## src/rtl/window_fetcher.sv

```systemverilog
// Sliding KERNELxKERNEL window fetcher over an NxN image buffer.
// Define WINDOW_REUSE_EN to shift columns and fetch only the new column.
module window_fetcher #(
    parameter int DATA_SIZE      = 16,
    parameter int IMG_SIZE_WIDTH = 6,
    parameter int BUF_ADDR_SIZE  = 10,
    parameter int KERNEL         = 5
) (
    input  logic                      clk,
    input  logic                      rst_n,
    input  logic                      enable,
    input  logic [IMG_SIZE_WIDTH-1:0] imgSize,
    output logic                      rd_en,
    output logic [BUF_ADDR_SIZE-1:0]  rd_addr,
    input  logic [DATA_SIZE-1:0]      rd_data,
    output logic [DATA_SIZE-1:0]      window [0:KERNEL*KERNEL-1],
    output logic                      win_valid,
    input  logic                      win_ready,
    output logic [IMG_SIZE_WIDTH-1:0] win_row,
    output logic [IMG_SIZE_WIDTH-1:0] win_col,
    output logic                      busy,
    output logic                      done,
    output logic                      err
);

    localparam int WN    = KERNEL * KERNEL;
    localparam int KW    = $clog2(KERNEL);
    localparam int XW    = $clog2(WN);
    localparam int MAX_N = 32;
    localparam logic [KW-1:0] KL = KW'(KERNEL - 1);

    typedef enum logic [1:0] {
        IDLE,
        FETCH,
        HOLD,
        DONE
    } state_t;

    state_t state;

    logic [IMG_SIZE_WIDTH-1:0] n;
    logic [IMG_SIZE_WIDTH-1:0] m_last;
    logic [IMG_SIZE_WIDTH-1:0] nxt_row;
    logic [IMG_SIZE_WIDTH-1:0] nxt_col;
    logic [KW-1:0]             iss_i;
    logic [KW-1:0]             iss_j;
    logic [KW-1:0]             nxt_i;
    logic [KW-1:0]             nxt_j;
    logic                      reuse;
    logic                      cap_en;
    logic                      cap_last;
    logic [XW-1:0]             cap_idx;
    logic                      bad_size;
    logic                      last_pos;
    logic                      wrap;
    logic                      iss_last;

    assign m_last   = n - IMG_SIZE_WIDTH'(KERNEL);
    assign bad_size = (imgSize < IMG_SIZE_WIDTH'(KERNEL)) ||
                      (imgSize > IMG_SIZE_WIDTH'(MAX_N));
    assign wrap     = (win_col == m_last);
    assign last_pos = wrap && (win_row == m_last);
    assign nxt_col  = wrap ? '0 : win_col + 1'b1;
    assign nxt_row  = wrap ? win_row + 1'b1 : win_row;
    assign iss_last = (iss_i == KL) && (iss_j == KL);

    // Column-only fetch walks i down a fixed j; full fetch is row-major.
    always_comb begin
        nxt_i = iss_i;
        nxt_j = iss_j;
        if (reuse) begin
            nxt_i = iss_i + 1'b1;
        end else if (iss_j == KL) begin
            nxt_i = iss_i + 1'b1;
            nxt_j = '0;
        end else begin
            nxt_j = iss_j + 1'b1;
        end
    end

    function automatic logic [BUF_ADDR_SIZE-1:0] addr_of(
        input logic [IMG_SIZE_WIDTH-1:0] r,
        input logic [IMG_SIZE_WIDTH-1:0] c,
        input logic [KW-1:0]             i,
        input logic [KW-1:0]             j
    );
        logic [BUF_ADDR_SIZE-1:0] ri;
        logic [BUF_ADDR_SIZE-1:0] cj;
        ri = BUF_ADDR_SIZE'(r) + BUF_ADDR_SIZE'(i);
        cj = BUF_ADDR_SIZE'(c) + BUF_ADDR_SIZE'(j);
        return ri * BUF_ADDR_SIZE'(n) + cj;
    endfunction

    always_ff @(posedge clk or negedge rst_n) begin
        if (!rst_n) begin
            state     <= IDLE;
            n         <= '0;
            win_row   <= '0;
            win_col   <= '0;
            iss_i     <= '0;
            iss_j     <= '0;
            reuse     <= 1'b0;
            rd_en     <= 1'b0;
            rd_addr   <= '0;
            cap_en    <= 1'b0;
            cap_last  <= 1'b0;
            cap_idx   <= '0;
            win_valid <= 1'b0;
            busy      <= 1'b0;
            done      <= 1'b0;
            err       <= 1'b0;
            for (int k = 0; k < WN; k++) begin
                window[k] <= '0;
            end
        end else begin
            cap_en <= 1'b0;
            case (state)
                IDLE: begin
                    if (enable) begin
                        n       <= imgSize;
                        win_row <= '0;
                        win_col <= '0;
                        if (bad_size) begin
                            state <= DONE;
                            done  <= 1'b1;
                            err   <= 1'b1;
                        end else begin
                            state   <= FETCH;
                            busy    <= 1'b1;
                            reuse   <= 1'b0;
                            iss_i   <= '0;
                            iss_j   <= '0;
                            rd_en   <= 1'b1;
                            rd_addr <= '0;
                        end
                    end
                end
                FETCH: begin
                    if (!enable) begin
                        state     <= IDLE;
                        rd_en     <= 1'b0;
                        win_valid <= 1'b0;
                        busy      <= 1'b0;
                        done      <= 1'b0;
                    end else begin
                        if (rd_en) begin
                            cap_en   <= 1'b1;
                            cap_idx  <= XW'(iss_i) * XW'(KERNEL) + XW'(iss_j);
                            cap_last <= iss_last;
                            if (iss_last) begin
                                rd_en <= 1'b0;
                            end else begin
                                iss_i   <= nxt_i;
                                iss_j   <= nxt_j;
                                rd_addr <= addr_of(win_row, win_col, nxt_i, nxt_j);
                            end
                        end
                        if (cap_en) begin
                            window[cap_idx] <= rd_data;
                            if (cap_last) begin
                                win_valid <= 1'b1;
                                state     <= HOLD;
                            end
                        end
                    end
                end
                HOLD: begin
                    if (!enable) begin
                        state     <= IDLE;
                        rd_en     <= 1'b0;
                        win_valid <= 1'b0;
                        busy      <= 1'b0;
                        done      <= 1'b0;
                    end else if (win_ready) begin
                        win_valid <= 1'b0;
                        if (last_pos) begin
                            state <= DONE;
                            busy  <= 1'b0;
                            done  <= 1'b1;
                        end else begin
                            win_row <= nxt_row;
                            win_col <= nxt_col;
                            state   <= FETCH;
                            rd_en   <= 1'b1;
`ifdef WINDOW_REUSE_EN
                            if (!wrap) begin
                                for (int k = 0; k < WN - 1; k++) begin
                                    if ((k % KERNEL) != KERNEL - 1) begin
                                        window[k] <= window[k+1];
                                    end
                                end
                                reuse   <= 1'b1;
                                iss_i   <= '0;
                                iss_j   <= KL;
                                rd_addr <= addr_of(nxt_row, nxt_col, '0, KL);
                            end else begin
`else
                            begin
`endif
                                reuse   <= 1'b0;
                                iss_i   <= '0;
                                iss_j   <= '0;
                                rd_addr <= addr_of(nxt_row, nxt_col, '0, '0);
                            end
                        end
                    end
                end
                DONE: begin
                    if (!enable) begin
                        state <= IDLE;
                        done  <= 1'b0;
                        err   <= 1'b0;
                    end
                end
                default: state <= IDLE;
            endcase
        end
    end

endmodule

```

## config.mk

```make
export PLATFORM = sky130hd
export DESIGN_NAME = window_fetcher
export DESIGN_NICKNAME = d
export VERILOG_FILES = /design/src/rtl/window_fetcher.sv
export SDC_FILE = /design/constraint.sdc
export NUM_CORES = 1
export LEC_CHECK = 0
export CAP_MARGIN = 20
export CORE_UTILIZATION = 29
export CTS_CLUSTER_SIZE = 24
export DETAILED_ROUTE_END_ITERATION = 8
export GPL_TIMING_DRIVEN = 0
export PLACE_DENSITY = 0.59
export SLEW_MARGIN = 10
export SYNTH_ARGS = -nofsm -noshare
export SYNTH_HDL_FRONTEND = slang
export SYNTH_SLANG_ARGS = --single-unit
```

## constraint.sdc

```tcl
create_clock -name clk -period 7.54 [get_ports clk]
set_input_delay 1.885 -clock clk [delete_from_list [all_inputs] [get_ports clk]]
set_output_delay 1.885 -clock clk [all_outputs]
set_load 0.005 [all_outputs]
```

==> results_dict.tcl <==
set metrics [dict create \
    status "finished clean" \
    dp_hpwl_um 48200 \
    p_leak_nw 13.3 \
    synth_cell_types 55 \
    p_int_mw 4.68 \
    grt_max_degree 117 \
    drt_wl_total_um 63200 \
    hold_viol 0 \
    die_x_um 268 \
    post-route-min-period_ns 7.21 \
    rows 97 \
    synth-edff-count 0 \
    setup_viol 0 \
    ff2ff_path_depth 27 \
    setup_slack_ns 0.333 \
    max_slew_margin_pct 33.3 \
    seq_area_frac_synth_pct 54.5 \
    critPathMaxFanout 10 \
    ios 453 \
    worstMarginPinSlew_ns 1.00 \
    crit_path_start_kind "flip-flop" \
    cts_tree "done" \
    syn2layout_area_growth_pct 36.7 \
    h-tree-depth 2 \
    cts.clk_slew.worst_paths_ns 0.06 \
    grt_remaining_overflow 0 \
    cts-buffers-inserted 50 \
    p_sw_share_pct 28.8 \
    cp.required_ns 7.99 \
    power-per-cell-area_mw_per_mm2 234 \
    grt_use_total_pct 17.2 \
    r2r_setup_slack_ns 0.33 \
    syn_nets 1676 \
    power_mw 6.58 \
    coreArea_mm2 0.0701 \
    arrival_ns 7.66 \
    io_buffers 452 \
    drt_first_pass_iters 6 \
    hold_buffers 0 \
    power_frac_clock_pct 37.8 \
    synth_ff_type "dfrtp_1" \
    r2r_start "n[0]" \
    antenna_found_initial 3 \
    ant_nets 0 \
    place_ws_ns -0.127 \
    die_h_um 268 \
    timing.final.max_slew_violations 0 \
    netlist_area_mm2 0.0206 \
    async_reset_ff_share_pct 100 \
    drv_cap 0 \
    root_buffer "clkbuf_16" \
    clock_path_buffers 3 \
    rsz0062_at_grt "false" \
    ir_drop_uv 145 \
    clk_latency_ns 0.61 \
    cp-end-kind "flip-flop" \
    grt_pass1_vias 14200 \
    grt_first_pass_wirelength_um 92300 \
    rr_endpoint "rd_addr[9]" \
    stdcell_count 3019 \
    nets 2186 \
    p_sw_mw 1.89 \
    ys_warn_count 0 \
    holdWs_ns 0.481 \
    hold_path.class "flip-flop to flip-flop" \
    hp-start "rd_addr[5]" \
    initial_utilization_pct 29.3 \
    via_per_inst 4.58 \
    finClkSkew_ns 0.0354 \
    drive_gt1_share_pct 25.0 \
    vias 13800 \
    comb_power_share_pct 20.9 \
    hold_path_depth 2 \
    syn_area_per_cell_um2 13.4 \
    die_area_mm2 0.0720 \
    path_class "flip-flop to flip-flop" \
    fin_crit_sh_pct 95.6 \
    dp_cells 2931 \
    detail_route.iter0.violations 578 \
    holdPathEnd "rd_addr[5]" \
    wl_per_cell_um 20.9 \
    synthCells 1535 \
    max_freq_mhz 139 \
    drcViolationCount 0 \
    gp_congestion 0.821 \
    synth_seq_cells 448 \
    cts_num_sinks 448 \
    pwr-share-seq_pct 41.2 \
]
[worst max-delay path, cell delays in order, from the launching register on]
cell and delay, ns:
dfrtp_1 0.34, buf_2 0.25, clkinv_1 0.31, ha_1 0.34, xor2_1 0.26, xnor2_1 0.16, nand3_1 0.14, nor4_4 0.32
buf_4 0.20, and4_1 0.26, xnor2_1 0.31, nor2_1 0.13, fa_1 0.52, inv_1 0.05, fa_1 0.47, inv_1 0.05
fa_1 0.53, inv_1 0.06, fa_1 0.53, inv_1 0.04, ha_1 0.33, nand2_1 0.08, o21ai_0 0.11, o41ai_1 0.43
xnor2_1 0.18, xnor3_1 0.29, a22oi_1 0.29, o31ai_2 0.09
[sequential cells by signal, indices dropped and copies added (netlist names), 2 cells and up]
register  cells
window      400
rd_addr      10
n             6
win_col       6
win_row       6
cap_idx       5
iss_i         3
iss_j         3
state         2
[cells by family after synthesis]
logic type               count (synthesis)  synth area share [%]
multiplexers                           413                  22.6
adder cells (fa/ha/maj)                115                  8.70
flip-flops                             448                  54.5
AND/OR/NAND/NOR                        236                  5.65
AO/OA/AOI/OAI                          100                  3.00
XOR/XNOR                                54                  2.43
buffers and inverters                  169                  3.18
[per-layer routing]
metal | vias up | track usage (%) | share of wire, % | wire, um
li1 | 6276 | - | - | -
met1 | 7089 | 21.2 | 41 | 25800
met2 | 373 | 29.1 | 49 | 31100
met3 | 96 | 4.49 | 7.2 | 4570
met4 | 2 | 5.71 | 2.8 | 1770
met5 | - | 0 | 0.019 | 12
[worst max path at each step]
stage	start	endpoint	cells past startpoint
final	n[0]	rd_addr[9]	27
after global routing	n[0]	rd_addr[9]	27
after CTS	n[0]	rd_addr[9]	25
after detailed placement	n[0]	rd_addr[9]	25
after global placement	rst_n	window[134]	1
after floorplan	n[0]	rd_addr[9]	25
[power by group through the flow]
stage	clock [mW]	combinational, mW	sequential [mW]
2_1_floorplan	0	0.703	2.74
3_3_place_gp	0	1.35	2.75
3_5_place_dp	0	1.39	2.76
4_1_cts	2.57	1.39	2.71
5_1_grt	2.66	1.51	2.74
6_report	2.49	1.38	2.71
[repair_timing]
| item | 4_1_cts | 5_1_grt |
|---|---|---|
| resized for setup | 2 | 4 |
| setup buffers | 0 | 2 |
| gates cloned | 0 | 0 |
| endpoints found under the setup margin | 1 | 1 |
| pin swaps | 0 | 1 |
[cells in the final DEF (no fill, tap or decap), types with 17 or more instances in the layout]
| cell type | netlist | final |
|---|---|---|
| ha_1 | 68 | 68 |
| dfrtp_1 | 448 | 448 |
| clkbuf_16 | 0 | 51 |
| clkdlybuf4s50_1 | 0 | 451 |
| a21oi_1 | 21 | 21 |
| and2_1 | 18 | 18 |
| o21ai_0 | 34 | 34 |
| mux2_2 | 410 | 410 |
| nor2b_1 | 22 | 22 |
| xor2_1 | 19 | 17 |
| fa_1 | 47 | 47 |
| xnor2_1 | 33 | 33 |
| nand2_1 | 87 | 87 |
| clkbuf_1 | 76 | 81 |
| nor2_1 | 52 | 52 |
| inv_1 | 79 | 79 |
[final cells by class]
| class | instances | area, um2 |
|---|---|---|
| Fill cell | 6677 | 42000 |
| Sequential cell | 448 | 11200 |
| Multi-Input combinational cell | 918 | 8760 |
| Timing Repair Buffer | 458 | 4650 |
| Clock buffer | 71 | 1490 |
| Tap cell | 940 | 1180 |
| Buffer | 88 | 352 |
| Inverter | 81 | 304 |
| Clock inverter | 14 | 198 |
| Antenna cell | 1 | 2.50 |
[cells in the mapped netlist, drive strengths merged (4+ instances only)]
cell    count  area [um2]
xor2       19         166
inv        80         300
nor3b       4        30.0
fa         47         941
a21o        6        45.0
o31ai      10        80.1
nor3        4        20.0
nor4        6        52.6
and2       18         113
nand2b     14        87.6
a22oi       9        67.6
nand3       9        45.0
a21oi      21         105
nand4       4        31.3
xnor2      33         289
nor2       52         195
nor2b      22         138
o21bai      4        30.0
o21ai      37         185
nand2      87         327
ha         68         851
buf        12        65.1
mux2      410        4620
clkbuf     76         285
dfrtp     448       11200
[per-stage QoR]
stage	setup TNS [ns]	area [um2]	util, %
after global placement	-6647.33	26300	37.5
after CTS	0	28100	40.0
after floorplan	0	20600	-
after global routing	0	28100	40.1
final	0	28100	40.1
after detailed placement	-0.127	26400	37.6
(Power assumes the default switching activity.)
==> variant: new RTL, config.mk and constraints unchanged <==
The option `WINDOW_REUSE_EN` is turned on by a define.
--- a/src/rtl/window_fetcher.sv
+++ b/src/rtl/window_fetcher.sv
@@ -1,5 +1,7 @@
 // Sliding KERNELxKERNEL window fetcher over an NxN image buffer.
 // Define WINDOW_REUSE_EN to shift columns and fetch only the new column.
+`define WINDOW_REUSE_EN
+
 module window_fetcher #(
     parameter int DATA_SIZE      = 16,
     parameter int IMG_SIZE_WIDTH = 6,
Function: not settled (the Yosys comparison gave no result); the edit may change what the design does.
==> variant against the original RTL <==
Critical path depth fell by 1. Sequential share of layout area shrank 4.8 points. Area after synthesis up 17%. Setup slack improved by 15 ps. Wire length is 66% higher. First-iteration DRC count increased to 3.7 times the old value. Worst hold slack got worse by 1.2 ps. Design area up 14%. Sequential cell count increased by 1. Highest routed layer unchanged.
Power is not compared: it rests on default switching activity, and its combinational part moved more than twofold at a synthesized area within 25%.
==> variant: results (changes against the original RTL) <==
[setup_path]
cp_top_family=adder cells
cp.arrival_ps=7700  ; +40 ps
cp_slowest_cell=mux2i_2
slowest_delay_ps=510  ; -20 ps

[routing]
wl_per_cell_um=25.34  ; +21%
drt_iter0_drc=2120  ; +270%
dr.pass1.iters=5  ; -1
via_count=21750  ; +57%

[finish]
reg_top3=window x400, rd_addr x10
antennaDiodeCount=0  ; -1
final_nets=3178  ; +45%
drive_above_1_share_pct=10.94  ; -14 points
fillers=8277  ; +24%
final_cells=4142  ; +37%

[run_status]
status=finished, final reports clean

[place]
dp_slack_ps=-329.5  ; -202.4 ps
place_congestion=0.9426  ; +15%
dp_cells=4043  ; +38%
placed_area_mm2=0.03010  ; +14%
dp_hpwl_mm=78.31  ; +62%

[synthesis]
syn_nets=2664  ; +59%
synth_xor_area_share_pct=2.127  ; -0.30 points
synth_compound_area_share_pct=18.35  ; +15 points
synth-async-reset-ratio_pct=100.0  ; unchanged
synthTopCellsByArea=dfrtp_1 47%, mux2_2 6.9%, a21oi_1 6.8%
avgSynthCellArea_um2=9.586  ; -29%
synth_cell_types=71  ; +29%
synth_commonest_cells=449 x dfrtp_1, 363 x nor2_1, 328 x a21oi_1, 196 x a22oi_1, 188 x nand2_1
synthAdderAreaFrac_pct=7.854  ; -0.85 points
seq_area_frac_synth_pct=46.58  ; -7.9 points
synthMuxAreaShare_pct=7.501  ; -15 points

[global_routing]
grt_pass1_vias=21410  ; +51%
grt.total_usage_pct=24.34  ; +7.2 points
grt_max_degree=103  ; -12%
antenna_found_initial=2  ; -1
grt_pass1_wl_mm=152.2  ; +65%

[clock_tree]
clockBufferDepth=3  ; unchanged
numCtsBuffers=52  ; +4.0%
clock_latency_ps=650  ; +40 ps

[power_and_ir_drop]
ir_drop_v=0.0002110

[min_path]
hold_path_class=flip-flop to flip-flop

[timing]
clock_skew_ps=79.36  ; +44.00 ps
relSlewSlack_pct=14.40  ; -19 points

-- variant: worst paths after layout --
kind                             startpoint          end  slack, ps  cells after the start
worst max-delay path                   n[0]   rd_addr[9]        350                     26
worst min-delay path            window[398]  window[398]        480                      1
worst max register to register         n[0]   rd_addr[9]        350                     26
worst min register to register  window[398]  window[398]        480                      1
max in group asynchronous             rst_n  window[391]       4860                      3
min in group asynchronous             rst_n  window[174]       1210                      1
-- variant: final cells by class --
cell class / instances / area, um^2 / area share [%]
buffer: 190 / 813.3 / 2.538
multi-input combinational: 1791 / 11800 / 36.82
inverter: 85 / 322.8 / 1.007
clock inverter: 31 / 425.4 / 1.327
clock buffer: 65 / 1440 / 4.494
timing repair buffer: 461 / 4672 / 14.58
sequential: 449 / 11240 / 35.06
tap: 1070 / 1339 / 4.177
-- variant: per-layer routing --
layer,vias up,GRT usage [%],share of wire [%],wire (um)
met5,-,0,0.012,13
li1,9793,-,-,-
met3,196,6.913,9.2,9699
met4,2,10.30,4.6,4795
met2,924,39.67,47,49360
met1,10830,30.05,39,41090
-- variant: timing repair --
item,in CTS,in global routing
setup buffers,0,3
setup endpoints to repair,2,3
resized for setup,4,6
pin swaps,0,2
-- variant: where the power goes --
group | internal, mW | leakage [nW] | total, mW | switching (mW)
sequential | 3.36 | 5.68 | 4.42 | 1.06
combinational | 2.80 | 6.89 | 5.87 | 3.07
clock | 1.61 | 0.919 | 2.75 | 1.14
-- variant: kinds of logic (layout without fill, tap and decap cells) --
logic type / count (synthesis) / count (layout)
DFF: 449 / 449
AOI/OAI and AO/OA: 734 / 734
and+or+nand+nor: 717 / 717
buffers and inverters: 276 / 832
muxes: 161 / 161
xor gates and xnor gates: 57 / 57
adders and majority gates: 122 / 122
